### src/rtl/rtc_pkg.sv
// Shared register map, bit indices and helpers for the APB4 real-time counter.
// Alarm support is selected with the RTC_ALARM_EN macro.
package rtc_pkg;

  localparam int unsigned DATA_W = 32;
  localparam int unsigned CTRL_W = 4;
  localparam int unsigned ISTA_W = 3;

  // Word index taken from paddr[4:2]; indices 5..7 are unmapped.
  typedef enum logic [2:0] {
    REG_CTRL = 3'd0,
    REG_PSCR = 3'd1,
    REG_CNT  = 3'd2,
    REG_ALRM = 3'd3,
    REG_ISTA = 3'd4
  } reg_idx_e;

  localparam int unsigned CTRL_EN     = 0;
  localparam int unsigned CTRL_SECIE  = 1;
  localparam int unsigned CTRL_ALRMIE = 2;
  localparam int unsigned CTRL_OVIE   = 3;

  localparam int unsigned ISTA_SECIF  = 0;
  localparam int unsigned ISTA_ALRMIF = 1;
  localparam int unsigned ISTA_OVIF   = 2;

  function automatic logic [DATA_W-1:0] merge_strb(input logic [DATA_W-1:0] old_v,
                                                   input logic [DATA_W-1:0] new_v,
                                                   input logic [3:0]        strb);
    logic [DATA_W-1:0] res;
    res = old_v;
    for (int unsigned i = 0; i < 4; i++) begin
      if (strb[i]) res[i*8 +: 8] = new_v[i*8 +: 8];
    end
    return res;
  endfunction

endpackage

### src/rtl/rtc_core.sv
// Prescaler, seconds counter, alarm compare and flag-set pulses.
// The alarm comparator exists only when RTC_ALARM_EN is defined.
module rtc_core
  import rtc_pkg::*;
(
  input  logic              clk_i,
  input  logic              rst_i,
  input  logic              en_i,
  input  logic [DATA_W-1:0] pscr_i,
  input  logic              pscr_wr_i,
  input  logic              cnt_wr_i,
  input  logic [DATA_W-1:0] cnt_wdata_i,
`ifdef RTC_ALARM_EN
  input  logic [DATA_W-1:0] alrm_i,
`endif
  output logic [DATA_W-1:0] cnt_o,
  output logic              sec_set_o,
  output logic              alrm_set_o,
  output logic              ov_set_o
);

  logic [DATA_W-1:0] div_q, div_d;
  logic [DATA_W-1:0] cnt_q, cnt_d;
  logic              div_hit;
  logic              tick;

  always_comb begin
    div_hit    = (div_q == pscr_i);
    // A bus write of CNT swallows a coincident tick entirely.
    tick       = en_i && div_hit && !cnt_wr_i;
    div_d      = div_q;
    cnt_d      = cnt_q;
    sec_set_o  = 1'b0;
    alrm_set_o = 1'b0;
    ov_set_o   = 1'b0;
    if (en_i) div_d = div_hit ? '0 : div_q + 32'd1;
    if (cnt_wr_i || pscr_wr_i) div_d = '0;
    if (cnt_wr_i) begin
      cnt_d = cnt_wdata_i;
    end else if (tick) begin
      cnt_d     = cnt_q + 32'd1;
      sec_set_o = 1'b1;
      ov_set_o  = (cnt_q == '1);
`ifdef RTC_ALARM_EN
      alrm_set_o = ((cnt_q + 32'd1) == alrm_i);
`endif
    end
  end

  always_ff @(posedge clk_i) begin
    if (rst_i) begin
      div_q <= '0;
      cnt_q <= '0;
    end else begin
      div_q <= div_d;
      cnt_q <= cnt_d;
    end
  end

  assign cnt_o = cnt_q;

endmodule

### src/rtl/apb4_rtc_unit.sv
// APB4 real-time counter: bus decode, register file, W1C status and interrupt.
// Define RTC_ALARM_EN to implement the ALRM register, ALRMIF and ALRMIE.
module apb4_rtc_unit
  import rtc_pkg::*;
#(
  parameter int unsigned ADDR_WIDTH = 12,
  parameter int unsigned DATA_WIDTH = 32
) (
  input  logic                  clk_i,
  input  logic                  rst_i,
  input  logic [ADDR_WIDTH-1:0] paddr_i,
  input  logic [2:0]            pprot_i,
  input  logic                  psel_i,
  input  logic                  penable_i,
  input  logic                  pwrite_i,
  input  logic [DATA_WIDTH-1:0] pwdata_i,
  input  logic [3:0]            pstrb_i,
  output logic                  pready_o,
  output logic [DATA_WIDTH-1:0] prdata_o,
  output logic                  pslverr_o,
  output logic                  irq_o
);

  logic [CTRL_W-1:0] ctrl_q, ctrl_d;
  logic [DATA_W-1:0] pscr_q, pscr_d;
  logic [ISTA_W-1:0] ista_q, ista_d;
`ifdef RTC_ALARM_EN
  logic [DATA_W-1:0] alrm_q, alrm_d;
`endif

  reg_idx_e          idx;
  logic              mapped;
  logic              wr_en;
  logic              pscr_wr, cnt_wr;
  logic [DATA_W-1:0] cnt_val, cnt_wdata;
  logic [ISTA_W-1:0] w1c, set_vec;
  logic              sec_set, alrm_set, ov_set;
  logic              unused_bits;

  assign unused_bits = ^{pprot_i, paddr_i[ADDR_WIDTH-1:5], paddr_i[1:0]};

  assign idx       = reg_idx_e'(paddr_i[4:2]);
  assign mapped    = (paddr_i[4:2] <= 3'd4);
  assign wr_en     = psel_i && penable_i && pwrite_i && mapped;
  assign pready_o  = 1'b1;
  assign pslverr_o = psel_i && penable_i && !mapped;

  assign pscr_wr   = wr_en && (idx == REG_PSCR);
  assign cnt_wr    = wr_en && (idx == REG_CNT);
  assign cnt_wdata = merge_strb(cnt_val, pwdata_i, pstrb_i);

  rtc_core u_core (
    .clk_i       (clk_i),
    .rst_i       (rst_i),
    .en_i        (ctrl_q[CTRL_EN]),
    .pscr_i      (pscr_q),
    .pscr_wr_i   (pscr_wr),
    .cnt_wr_i    (cnt_wr),
    .cnt_wdata_i (cnt_wdata),
`ifdef RTC_ALARM_EN
    .alrm_i      (alrm_q),
`endif
    .cnt_o       (cnt_val),
    .sec_set_o   (sec_set),
    .alrm_set_o  (alrm_set),
    .ov_set_o    (ov_set)
  );

  always_comb begin
    ctrl_d = ctrl_q;
    pscr_d = pscr_q;
`ifdef RTC_ALARM_EN
    alrm_d = alrm_q;
`endif
    w1c = '0;
    if (wr_en && (idx == REG_CTRL) && pstrb_i[0]) begin
      ctrl_d = pwdata_i[CTRL_W-1:0];
`ifndef RTC_ALARM_EN
      ctrl_d[CTRL_ALRMIE] = 1'b0;
`endif
    end
    if (pscr_wr) pscr_d = merge_strb(pscr_q, pwdata_i, pstrb_i);
`ifdef RTC_ALARM_EN
    if (wr_en && (idx == REG_ALRM)) alrm_d = merge_strb(alrm_q, pwdata_i, pstrb_i);
`endif
    if (wr_en && (idx == REG_ISTA) && pstrb_i[0]) w1c = pwdata_i[ISTA_W-1:0];
    // Hardware set is OR-ed after the clear so a coincident event is never lost.
    set_vec = '0;
    set_vec[ISTA_SECIF]  = sec_set;
    set_vec[ISTA_ALRMIF] = alrm_set;
    set_vec[ISTA_OVIF]   = ov_set;
    ista_d = (ista_q & ~w1c) | set_vec;
  end

  always_ff @(posedge clk_i) begin
    if (rst_i) begin
      ctrl_q <= '0;
      pscr_q <= '0;
      ista_q <= '0;
`ifdef RTC_ALARM_EN
      alrm_q <= '0;
`endif
    end else begin
      ctrl_q <= ctrl_d;
      pscr_q <= pscr_d;
      ista_q <= ista_d;
`ifdef RTC_ALARM_EN
      alrm_q <= alrm_d;
`endif
    end
  end

  always_comb begin
    prdata_o = '0;
    if (psel_i && !pwrite_i && mapped) begin
      case (idx)
        REG_CTRL: prdata_o = {{(DATA_WIDTH-CTRL_W){1'b0}}, ctrl_q};
        REG_PSCR: prdata_o = pscr_q;
        REG_CNT:  prdata_o = cnt_val;
`ifdef RTC_ALARM_EN
        REG_ALRM: prdata_o = alrm_q;
`endif
        REG_ISTA: prdata_o = {{(DATA_WIDTH-ISTA_W){1'b0}}, ista_q};
        default:  prdata_o = '0;
      endcase
    end
  end

  assign irq_o = |(ista_q & {ctrl_q[CTRL_OVIE], ctrl_q[CTRL_ALRMIE], ctrl_q[CTRL_SECIE]});

endmodule

### config.mk
export PLATFORM = sky130hd
export DESIGN_NAME = apb4_rtc_unit
export DESIGN_NICKNAME = d
export VERILOG_FILES = /design/src/rtl/rtc_pkg.sv /design/src/rtl/rtc_core.sv /design/src/rtl/apb4_rtc_unit.sv
export SDC_FILE = /design/constraint.sdc
export NUM_CORES = 1
export LEC_CHECK = 0
export CORE_MARGIN = 4
export CORE_UTILIZATION = 30
export DETAILED_ROUTE_END_ITERATION = 10
export GPL_ROUTABILITY_DRIVEN = 0
export GPL_TIMING_DRIVEN = 0
export MAX_ROUTING_LAYER = met4
export PLACE_DENSITY = 0.49
export SETUP_SLACK_MARGIN = 0.1
export SKIP_LAST_GASP = 1
export SLEW_MARGIN = 25
export SYNTH_ARGS = -nofsm -noshare
export SYNTH_HDL_FRONTEND = slang
export SYNTH_SLANG_ARGS = --single-unit
### constraint.sdc
create_clock -name clk_i -period 3.6 [get_ports clk_i]
set_input_delay 1.08 -clock clk_i [delete_from_list [all_inputs] [get_ports clk_i]]
set_output_delay 1.08 -clock clk_i [all_outputs]
set_load 0.005 [all_outputs]
======== Word level (Yosys, flattened, before mapping) ========
Index checks and enable logic that the tools add are counted.
cells by class
  add/sub/neg operators ................... 2
  $lt $le $gt $ge ......................... 1
  eq/ne operators ......................... 9
  muxes and demuxes ....................... 14
  bitwise gates (word level) .............. 4
  reduce and logical (&&, ||, !) cells .... 30
operators with widths
  operator                                                                number
  32-bit two-way mux                                                      4
  32-bit case mux with 4 select lines                                     1
  32-bit by 1-bit adder with 32-bit output (second input constant)        2
  32-bit equality test                                                    1
  32-bit equality test (second input constant)                            1
  8-bit two-way mux                                                       4
  2-bit AND reduction                                                     8
  1-bit logical AND                                                       14
  2-bit inequality test (second input constant)                           4
  3-bit AND                                                               2
  1-bit two-way mux                                                       4
  3-bit by 1-bit equality test with 1-bit output (second input constant)  1
  3-bit by 2-bit equality test with 1-bit output (second input constant)  1
  3-bit equality test (second input constant)                             1
  3-bit less-or-equal comparator (second input constant)                  1
  1-bit zero test                                                         3
  3-bit zero test                                                         1
  3-bit two-way mux                                                       1
  3-bit inverter                                                          1
  3-bit OR                                                                1
  3-bit OR reduction                                                      1
  2-bit nonzero test                                                      1
  2-bit OR reduction                                                      1
  1-bit logical OR                                                        1
storage, ports and cells
  flip-flop bits (word level) ............. 102
  bits of input ports ..................... 56
  output and inout bits ................... 35
  logic and storage cells ................. 71

======== Depth between registers and ports, before layout ========
  depth after elaboration ................. 9
  depth in mapped cells ................... 10
  gate-level depth less buffers ........... 8

======== Hierarchy ========
Synthesis repeated with hierarchy kept, for this count alone.
second synthesis, totals
  cells, all modules ...................... 748
  area total of the unflattened synthesis .. 6470.0 um^2
by module, submodules not included
  module         instances  cells each  area an instance (um^2)  sequential area each (um^2)
  rtc_core       1          442         3759.9                   1281.2
  apb4_rtc_unit  1          306         2710.1                   760.7

======== Worst setup path before layout ========
OpenSTA, ideal clock, no wires.
  kind .................................... in2out
  start ................................... input paddr_i[4]
  end ..................................... output prdata_o[0]
  arrival ................................. 2.514 ns
  required time ........................... 2.520 ns
  setup slack ............................. 0.006 ns
  stages on the path ...................... 6
  path buffers ............................ 3
  cell sequence ........................... clkbuf_1 > maj3_1 > or3b_2 > clkbuf_1 > clkbuf_1 > nor2_1
on the way
  cells in the longest elaborated chain, start to end .. 3
  elaborated cells on any way between the ends .. 8
  classes of those cells .................. order compare (1); eq/ne (3); mux (2); reduce/logical (2)
RTL lines
  what                                                                      RTL line                                    RTL
  start, declared                                                           apb4_rtc_unit.sv:11                         input logic [ADDR_WIDTH-1:0] paddr_i,
  3-bit equality test (tied with other cells)                               apb4_rtc_unit.sv:116                        case (idx)
  32-bit case mux with 4 select lines or 1-bit logical AND (tied branches)  apb4_rtc_unit.sv:116, apb4_rtc_unit.sv:115
  32-bit two-way mux (*)                                                    apb4_rtc_unit.sv:115                        if (psel_i && !pwrite_i && mapped) begin
  end, declared                                                             apb4_rtc_unit.sv:19                         output logic [DATA_WIDTH-1:0] prdata_o,
Every way passes the cells marked *; elsewhere a longest branch is shown, timed or not.

======== Worst setup path in the final report ========
  start ................................... input paddr_i[2]
  end ..................................... output prdata_o[19]
The elaborated chain is that of the path after synthesis.

==> metrics.md <==
| Metric | Value |
|---|---|
| Status | finished, final reports clean |
| Largest net degree at the start of global routing | 16 |
| Number of enable flip-flop cells after synthesis | 0 |
| Initial DRC count | roughly 440 |
| Post-route cell area | around 7400 sq um |
| Synth Flop Type | dfxtp_1 |
| Number of max-cap violations | 0 |
| Worst reg2reg path depth | 7 |
| Max Slew Vio Count | 0 |
| Tot GR Track Use | between 20% and 30% |
| Core Area | 18890 sq um |
| Synthesized net count | around 830 |
| Port Buffers | between 70 and 80 |
| Leakage | roughly 2.6 nW |
| Placement Cell Area | 6909 sq um |
| Hold depth | 2 |
| Startpoint Class | input pin |
| TNS Setup | 0 ns |
| Initial antenna violation count | 0 |
| Yosys reg bits | just over 100 |
| Die height | between 100 and 150 microns |
| Clk Latency, worst-skew pair | ~0.36 ns |
| DRT antenna net count | 0 |
| Die area | 21710 sq um |
| Routed WL | about 22 mm |
| Post-synth top area cell | dfxtp_1 |
| Crit. End Element | output port |
| Mapped Area | around 5800 sq um |
| Hold path start | ista_q[0] |
| Final Critical Period | about 3.6 ns |
| Final hold violations | 0 |
| Tcrit/Tclk final | between 90 and 100% |
| R2r startpoint | u_core.div_q[23] |
| DRC viols | 0 |
| Commonest cells in the synthesized netlist | nor2_1 (112), dfxtp_1 (102), nand2_1 (80) |
| Fmax | approximately 280 MHz |
| Tot Pwr | 0.002441 W |
| Hold endpoint | ista_q[0] |
| Pwr Density | roughly 330 nW/um^2 |
| H-tree levels | 3 |
| Yosys warns | 0 |
| CP arrival | between 2 and 3 ns |
| Maximum VDD drop | around 0.00019 V |
| Clock skew | slightly below 0.006 ns |
| Die X | roughly 150 microns |
| Min-delay worst type | register to register |
| Vias in the first global route | around 5.5k |
| Final nets | just over 900 |
| Synth top area cells | dfxtp_1 (35%), nor2_1 (7.2%), xnor2_1 (5.9%) |
| Register area share after synthesis | around a third |
| DR vias/cell | 5.279 |
| RSZ-0062 raised after global routing | true |
| FFs w/ async S/R, synth | 0% |
| Syn Area/Cell | roughly 7.6 sq um |
| R2R Path End | u_core.cnt_o[31] |
| Starting Density | 30.83% |
| CTS Sinks | slightly above 100 |
| FF-to-FF setup slack | around 0.84 ns |
| Clk slew on worst S/H paths | 0.07 ns |
| TritonCTS clock tree | built |
| Layout area overhead | 27.73% |
| Cts bufs inserted | 9 |
| WL/cell | 19.55 microns |
| Slew HR | between 40% and 50% |
| Post-synth top area share | 35.06% |
| Root buf cell | clkbuf_16 |
| Dpl hpwl | around 17 mm |
| Critical path class | input pin to output port |
| Setup-failing EPs final | 0 |
| Synth Instances | ~770 |
| Distinct cells, synth | 63 |
| Final setup margin | 0.01601 ns |
| Most common cell in the netlist | nor2_1 |
| Share of cells above drive strength 1 | between 10% and 20% |
| Cts-stage hold buffer count | 0 |
| FILL cells | 2063 |
| Grt ovf | 0 |
| CP Max Fanout | 7 |
| Max clock buf depth | 2 |
| First-pass GRT wire length | about 34 mm |
| Antenna cells | 0 |
| Site Rows | 50 |
| Critical path required time | 2.52 ns |
| First-pass DRT Iterations | 5 |
| Hold Slack | 0.4906 ns |
| Place WS | -0.8732 ns |
| Via Count | approximately 5.9k |
| Ports | 91 |
| Worst-Margin Slew | approximately 0.82 ns |
[per-stage QoR]
stage,utilization (%),std cells
floorplan,-,769
global placement,36.57,1102
detailed placement,36.57,1102
CTS,39.15,1124
global route,39.38,1124
finish,39.38,1124
[final cells by class]
cell class	instances	area, sq um	area share, %
clock buffers	12	246.5	3.313
clock inverters	4	70.07	0.9418
plain buffers	53	382.9	5.146
repair buffers	79	644.4	8.661
inverters	12	45.04	0.6054
well taps	260	325.3	4.373
multi-input cells	602	3684	49.51
flip-flops and latches	102	2042	27.45
[where the power goes]
part	internal [W]	switching, W
sequential	0.00114	0.0000163
clock	0.000628	0.000448
combinational	0.0000936	0.000118
total	0.00186	0.000582
[layout by cell type, fill, tap and decap left out, types with 18 or more instances in the layout]
cell type	instances
buf_2	40
clkbuf_1	28
nand2_1	80
nand4_1	30
nand3_1	64
xnor2_1	39
clkdlybuf4s50_1	40
and3_1	29
xor2_1	26
dfxtp_1	102
a21oi_1	60
a22oi_1	29
nor2_4	18
nor2_1	87
[worst max path at each step]
stage / from / to / slack [ns] / cells past startpoint
after floorplan: paddr_i[4] / prdata_o[0] / 0.09 / 6
after global placement: paddr_i[3] / prdata_o[15] / -0.90 / 7
after detailed placement: paddr_i[3] / prdata_o[15] / -0.87 / 7
after CTS: paddr_i[2] / prdata_o[15] / 0.02 / 7
after global routing: paddr_i[2] / prdata_o[7] / -0.01 / 7
final: paddr_i[2] / prdata_o[19] / 0.02 / 7
[worst max-delay path: stages]
cell and delay [ns]:
clkbuf_16 0.14, maj3_2 0.30, or3b_4 0.40, clkbuf_16 0.18
clkbuf_16 0.17, nor2_4 0.12, buf_2 0.12
[registers in the layout, summed over array words and instances, names as in the netlist]
signal,cells
ctrl_q,3
ista_q,3
u_core.div_q,32
u_core.cnt_o,32
pscr_q,32
[kinds of logic (layout without fill, tap and decap cells)]
family,count (synthesis),count (layout),synth area share [%]
adder cells (fa/ha/maj),3,3,0.6014
XOR/XNOR,65,65,9.775
other,1,1,0.06439
flip-flops,102,102,35.06
AND/OR/NAND/NOR,364,364,30.46
buffers and inverters,65,160,4.597
multiplexers,11,11,1.933
AO/OA/AOI/OAI,158,158,17.51
[routing by layer]
| metal | GRT usage, % | vias up | wire [microns] | part of all wire, % |
|---|---|---|---|---|
| met3 | 2.807 | 22 | 1112 | 5.1 |
| met1 | 28.88 | 2828 | 10300 | 47 |
| met4 | 5.778 | 0 | 418 | 1.9 |
| li1 | - | 2926 | - | - |
| met2 | 32.14 | 158 | 10140 | 46 |
| met5 | - | - | 0 | 0 |
[what timing repair did]
action | 4_1_cts | 5_1_grt
setup endpoints to repair | 32 | 34
hold endpoints to repair | 0 | 0
gates resized for setup | 186 | 13
setup buffers | 4 | 0
pin swaps | 22 | 1
gates cloned | 2 | 0
No activity file was read; power rests on OpenSTA's default activity.
